--- config.mk ---
export PLATFORM = sky130hd
export DESIGN_NAME = crosswalk_controller
export DESIGN_NICKNAME = d
export VERILOG_FILES = /design/src/rtl/crosswalk_pkg.sv /design/src/rtl/crosswalk_controller_button_sync.sv /design/src/rtl/crosswalk_controller.sv
export SDC_FILE = /design/constraint.sdc
export NUM_CORES = 1
export LEC_CHECK = 0
export BUFFER_PORTS_ARGS = -buffer_cell sky130_fd_sc_hd__buf_2
export CORE_UTILIZATION = 40
export CTS_CLUSTER_SIZE = 10
export DETAILED_ROUTE_END_ITERATION = 12
export GPL_TIMING_DRIVEN = 0
export HOLD_SLACK_MARGIN = 0.08
export PLACE_DENSITY_LB_ADDON = 0.15
export SETUP_SLACK_MARGIN = 0.2
export SYNTH_ARGS = -nofsm -noshare
export SYNTH_HDL_FRONTEND = slang
export SYNTH_SLANG_ARGS = --single-unit
export TNS_END_PERCENT = 100
--- constraint.sdc ---
create_clock -name clk -period 3.8 [get_ports clk]
set_input_delay 0.57 -clock clk [delete_from_list [all_inputs] [get_ports clk]]
set_output_delay 0.57 -clock clk [all_outputs]
set_load 0.1 [all_outputs]
--- src/rtl/crosswalk_pkg.sv ---
// Shared definitions for the crosswalk controller: phase encoding, default
// phase durations and the width of the seconds-remaining timer.
package crosswalk_pkg;

    localparam int TIMER_W      = 7;
    localparam int MAX_DURATION = (1 << TIMER_W) - 1;

    localparam int DEF_GREEN_TIME   = 40;
    localparam int DEF_YELLOW_TIME  = 4;
    localparam int DEF_ALL_RED_TIME = 2;
    localparam int DEF_WALK_TIME    = 30;
    localparam int DEF_CLEAR_TIME   = 3;

    typedef enum logic [2:0] {
        ST_GREEN   = 3'd0,
        ST_YELLOW  = 3'd1,
        ST_ALL_RED = 3'd2,
        ST_WALK    = 3'd3,
        ST_CLEAR   = 3'd4
    } state_t;

    // Fixed phase order; CLEAR wraps back to GREEN.
    function automatic state_t next_phase(input state_t s);
        state_t n;
        case (s)
            ST_GREEN:   n = ST_YELLOW;
            ST_YELLOW:  n = ST_ALL_RED;
            ST_ALL_RED: n = ST_WALK;
            ST_WALK:    n = ST_CLEAR;
            default:    n = ST_GREEN;
        endcase
        return n;
    endfunction

    function automatic bit duration_ok(input int d);
        return (d >= 1) && (d <= MAX_DURATION);
    endfunction

endpackage

--- src/rtl/crosswalk_controller_button_sync.sv ---
// Two-flop synchronizer plus rising-edge detector for the pedestrian button.
// The pulse is combinational off the synchronized level, one clk wide.
module button_sync (
    input  logic clk,
    input  logic rst_n,
    input  logic async_in,
    output logic rise_pulse
);

    logic sync1_q, sync1_d;
    logic sync2_q, sync2_d;
    logic prev_q,  prev_d;

    always_comb begin
        sync1_d = async_in;
        sync2_d = sync1_q;
        prev_d  = sync2_q;
    end

    always_ff @(posedge clk or negedge rst_n) begin
        if (!rst_n) begin
            sync1_q <= 1'b0;
            sync2_q <= 1'b0;
            prev_q  <= 1'b0;
        end else begin
            sync1_q <= sync1_d;
            sync2_q <= sync2_d;
            prev_q  <= prev_d;
        end
    end

    assign rise_pulse = sync2_q & ~prev_q;

endmodule

--- src/rtl/crosswalk_controller.sv ---
// Car/pedestrian crosswalk sequencer with seconds-remaining timer.
// Define WALK_REQUEST_EN to hold GREEN until a pedestrian request is latched.
module crosswalk_controller
    import crosswalk_pkg::*;
#(
    parameter int GREEN_TIME   = DEF_GREEN_TIME,
    parameter int YELLOW_TIME  = DEF_YELLOW_TIME,
    parameter int ALL_RED_TIME = DEF_ALL_RED_TIME,
    parameter int WALK_TIME    = DEF_WALK_TIME,
    parameter int CLEAR_TIME   = DEF_CLEAR_TIME
) (
    input  logic               clk,
    input  logic               rst_n,
    input  logic               tick,
    input  logic               walk_button,
    output logic [TIMER_W-1:0] master_timer,
    output logic               ped_enable,
    output logic               car_green,
    output logic               car_yellow,
    output logic               car_red,
    output logic               walk_pending
);

    if (!duration_ok(GREEN_TIME) || !duration_ok(YELLOW_TIME) ||
        !duration_ok(ALL_RED_TIME) || !duration_ok(WALK_TIME) ||
        !duration_ok(CLEAR_TIME)) begin : g_bad_duration
        $error("crosswalk_controller: every duration must be in 1..127");
    end

    localparam logic [TIMER_W-1:0] GREEN_T   = TIMER_W'(GREEN_TIME);
    localparam logic [TIMER_W-1:0] YELLOW_T  = TIMER_W'(YELLOW_TIME);
    localparam logic [TIMER_W-1:0] ALL_RED_T = TIMER_W'(ALL_RED_TIME);
    localparam logic [TIMER_W-1:0] WALK_T    = TIMER_W'(WALK_TIME);
    localparam logic [TIMER_W-1:0] CLEAR_T   = TIMER_W'(CLEAR_TIME);
    localparam logic [TIMER_W-1:0] ONE       = TIMER_W'(1);

    function automatic logic [TIMER_W-1:0] duration_of(input state_t s);
        logic [TIMER_W-1:0] d;
        case (s)
            ST_GREEN:   d = GREEN_T;
            ST_YELLOW:  d = YELLOW_T;
            ST_ALL_RED: d = ALL_RED_T;
            ST_WALK:    d = WALK_T;
            default:    d = CLEAR_T;
        endcase
        return d;
    endfunction

    state_t             state_q, state_d;
    logic [TIMER_W-1:0] timer_q, timer_d;
    logic               car_green_q,  car_green_d;
    logic               car_yellow_q, car_yellow_d;
    logic               car_red_q,    car_red_d;
    logic               ped_enable_q, ped_enable_d;
    logic               hold_green;

`ifdef WALK_REQUEST_EN
    logic walk_pending_q, walk_pending_d;
    logic button_rise;

    button_sync u_button_sync (
        .clk        (clk),
        .rst_n      (rst_n),
        .async_in   (walk_button),
        .rise_pulse (button_rise)
    );

    assign hold_green   = (state_q == ST_GREEN) && !walk_pending_q;
    assign walk_pending = walk_pending_q;

    // Entering WALK clears the request even if a new edge arrives on that clk.
    always_comb begin
        walk_pending_d = walk_pending_q;
        if (button_rise && (state_q != ST_WALK)) begin
            walk_pending_d = 1'b1;
        end
        if ((state_d == ST_WALK) && (state_q != ST_WALK)) begin
            walk_pending_d = 1'b0;
        end
    end
`else
    logic unused_walk_button;

    assign unused_walk_button = walk_button;
    assign hold_green         = 1'b0;
    assign walk_pending       = 1'b0;
`endif

    // The last second of a phase loads the next phase's duration directly,
    // so the timer never shows 0 and there is no extra transition cycle.
    always_comb begin
        state_d = state_q;
        timer_d = timer_q;
        if (tick) begin
            if (timer_q > ONE) begin
                timer_d = timer_q - ONE;
            end else if (!hold_green) begin
                state_d = next_phase(state_q);
                timer_d = duration_of(state_d);
            end
        end
        car_green_d  = (state_d == ST_GREEN);
        car_yellow_d = (state_d == ST_YELLOW);
        car_red_d    = (state_d == ST_ALL_RED) || (state_d == ST_WALK) ||
                       (state_d == ST_CLEAR);
        ped_enable_d = (state_d == ST_WALK);
    end

    always_ff @(posedge clk or negedge rst_n) begin
        if (!rst_n) begin
            state_q      <= ST_GREEN;
            timer_q      <= GREEN_T;
            car_green_q  <= 1'b1;
            car_yellow_q <= 1'b0;
            car_red_q    <= 1'b0;
            ped_enable_q <= 1'b0;
`ifdef WALK_REQUEST_EN
            walk_pending_q <= 1'b0;
`endif
        end else begin
            state_q      <= state_d;
            timer_q      <= timer_d;
            car_green_q  <= car_green_d;
            car_yellow_q <= car_yellow_d;
            car_red_q    <= car_red_d;
            ped_enable_q <= ped_enable_d;
`ifdef WALK_REQUEST_EN
            walk_pending_q <= walk_pending_d;
`endif
        end
    end

    assign master_timer = timer_q;
    assign car_green    = car_green_q;
    assign car_yellow   = car_yellow_q;
    assign car_red      = car_red_q;
    assign ped_enable   = ped_enable_q;

endmodule

==> results_dict.tcl <==
set metrics [dict create \
    layout-drive-gt1-share_pct 28.57 \
    crit_type "flop to output pin" \
    n_antenna_cell 0 \
    gr-total-overflow 0 \
    worstPathArrival_ns 1.33 \
    timing.rr.start "master_timer[6]$_DFFE_PN0P_" \
    synth.distinct_cells 35 \
    hold_violations 0 \
    synth_mux_area_share_pct 5.564 \
    start_util_pct 44.93 \
    fmax_mhz 526.4 \
    async_reset_ff_share_pct 100.0 \
    synth_warnings 0 \
    dp_hpwl_um 1106 \
    nNetsFinal 105 \
    ys.flop_type "dfrtp_1" \
    coreArea_um2 1802 \
    crit_start "master_timer[3]$_DFFE_PN1P_" \
    drtIter0Drc 16 \
    std_cell_rows 15 \
    status "complete, no violations" \
    synth_top_family_by_area "simple AND/OR/NAND/NOR gates" \
    cp_cell_sequence "buf_2" \
    endpoint "master_timer[3]" \
    crit_family "flip-flops" \
    clk_pin_slew_worst_paths_ns 0.09 \
    cts-htree-levels 1 \
    gp_congestion 0.7750 \
    die_h_um 46.99 \
    synth_edf_count 0 \
    synth-simple-area-share_pct 23.49 \
    dr.pass1.iters 4 \
    track_usage_pct 16.41 \
    synth_area_um2 809.5 \
    setup_viol 0 \
    synth_fp_nets 87 \
    fin_crit_sh_pct 50.00 \
    cp_num_cells 1 \
    dieArea_um2 2208 \
    finalMaxSlewViolations 0 \
    synth_cells 81 \
    routed_wl_um 1494 \
    synth_top_area_share_pct 34.00 \
    cts_setup_buffers 0 \
    ys_seq_area_share_pct 43.74 \
    ys_ff_latch 14 \
    grt_setup_unrepaired "no" \
    start_kind "flop" \
    cts.path.max_buffers 2 \
    synthTopCellsByArea "dfrtp_1, dfstp_2, mux2_2" \
    drtAntennaViolNets 0 \
    die_w_um 46.99 \
    drc 0 \
    required_ns 3.23 \
    vias 633 \
    crit_fanout 6 \
    cts_root_buf "clkbuf_4" \
    tns_ns 0 \
    placedCellCount 119 \
    grt_pass1_vias 529 \
    synth_compound_area_share_pct 18.39 \
    pin_count 16 \
    cts_tree "done" \
    synthXorXnorAreaFrac_pct 1.082 \
    clock_latency_ns 0.28 \
    crit_path_end_kind "output pin" \
    maxCapViolations 0 \
    grt_max_degree 15 \
    viasPerCell 5.146 \
    reg2reg_slack_ns 1.99 \
    clock_sinks 14 \
    ctsResizeCount 0 \
    crit_buf_inv 1 \
    synth_fa_ha_area_share_pct 3.091 \
    synth_area_leader_cell "dfrtp_1" \
    io_buffers 13 \
    ctsHoldBuffers 0 \
    cp_slowest_cell "dfstp_2" \
    grt_pass1_wl_um 2484 \
    fin_worst_skew_ns 0.0008718 \
    postSynthAreaPerCell_um2 9.994 \
    post_drt_wl_per_cell_um 12.15 \
    reg2reg_depth 4 \
    min_period_ns 1.900 \
    antenna_found_initial 0 \
    fillCellCount 169 \
    reg2reg_to "master_timer[2]$_DFFE_PN0P_" \
    cts_buffers 3 \
    area_growth_pct 16.38 \
    fin_cells 123 \
    hold_class "primary input to asynchronous set/reset pin" \
    max_stage_delay_ns 0.61 \
]
==> layout make-up <==
type / instances / area [µm²] / area share (%)
buffer: 4 / 18.77 / 1.992
clock buffer: 4 / 36.28 / 3.851
inverter: 4 / 15.01 / 1.594
multi-input combinational: 59 / 421.7 / 44.75
sequential: 14 / 354.1 / 37.58
tap: 25 / 31.28 / 3.320
timing repair buffer: 13 / 65.06 / 6.906
==> synthesized netlist by cell type, drive strengths merged (2+ instances only) <==
cell type	count
dfstp	3
a31oi	2
inv	4
nand4	2
nand3	2
dfrtp	11
a21boi	2
nor3	7
mux2	4
o21ai	3
nor4b	2
clkbuf	3
a21o	3
nor2	8
ha	2
a21oi	3
nor2b	4
==> worst min path at each step <==
| stage | from | end | slack, ns | cells after the start |
|---|---|---|---|---|
| after global placement | rst_n | master_timer[6]$_DFFE_PN0P_ | 0.48 | 1 |
| after detailed placement | rst_n | master_timer[6]$_DFFE_PN0P_ | 0.48 | 1 |
| final | rst_n | master_timer[6]$_DFFE_PN0P_ | 0.17 | 1 |
| after CTS | rst_n | car_red$_DFF_PN0_ | 0.17 | 1 |
| after floorplan | rst_n | car_red$_DFF_PN0_ | 0.27 | 0 |
| after global routing | rst_n | master_timer[4]$_DFFE_PN0P_ | 0.19 | 1 |
==> routing by layer <==
layer	track usage [%]	vias up	part of all wire [%]
met3	3.462	0	3.6
met4	6.857	0	0
met2	20.83	12	43
met5	0	-	0
li1	-	324	-
met1	26.19	297	53
==> kinds of logic (layout without fill, tap and decap cells) <==
group,after synthesis,after routing
xor gates and xnor gates,1,1
and+or+nand+nor,30,30
DFF,14,14
other,1,1
adders and majority gates,2,2
muxes,4,4
AOI/OAI and AO/OA,21,21
buffers and inverters,8,25
==> state kept, by name, indices dropped and copies added, names as in the netlist <==
name,flops
ped_enable,1
car_green,1
master_timer,7
state_q,3
car_yellow,1
car_red,1
==> through the flow <==
step / hold WS [ns] / util (%) / area [µm²] / worst slack, ns
2_1_floorplan: 0.2744 / - / 809.5 / 1.522
3_3_place_gp: 0.4816 / 50.28 / 905.9 / 1.937
3_5_place_dp: 0.4837 / 50.28 / 905.9 / 1.932
4_1_cts: 0.1740 / 52.29 / 942.2 / 1.890
5_1_grt: 0.1871 / 52.29 / 942.2 / 1.854
6_report: 0.1651 / 52.29 / 942.2 / 1.900
==> layout by cell type, fill, tap and decap left out, types with 2 or more instances in the layout <==
cell / n
nor2_1: 8
ha_1: 2
a21oi_1: 3
a21o_1: 3
dfrtp_1: 11
clkbuf_4: 3
a21boi_0: 2
o21ai_0: 3
buf_2: 13
inv_1: 4
nor2b_1: 4
nor3_1: 7
clkbuf_1: 3
mux2_2: 4
nand4_1: 2
a31oi_1: 2
dfstp_2: 3
Power is not shown: default switching activity piles up to over one toggle a cycle in this logic, so the estimate is an artifact.
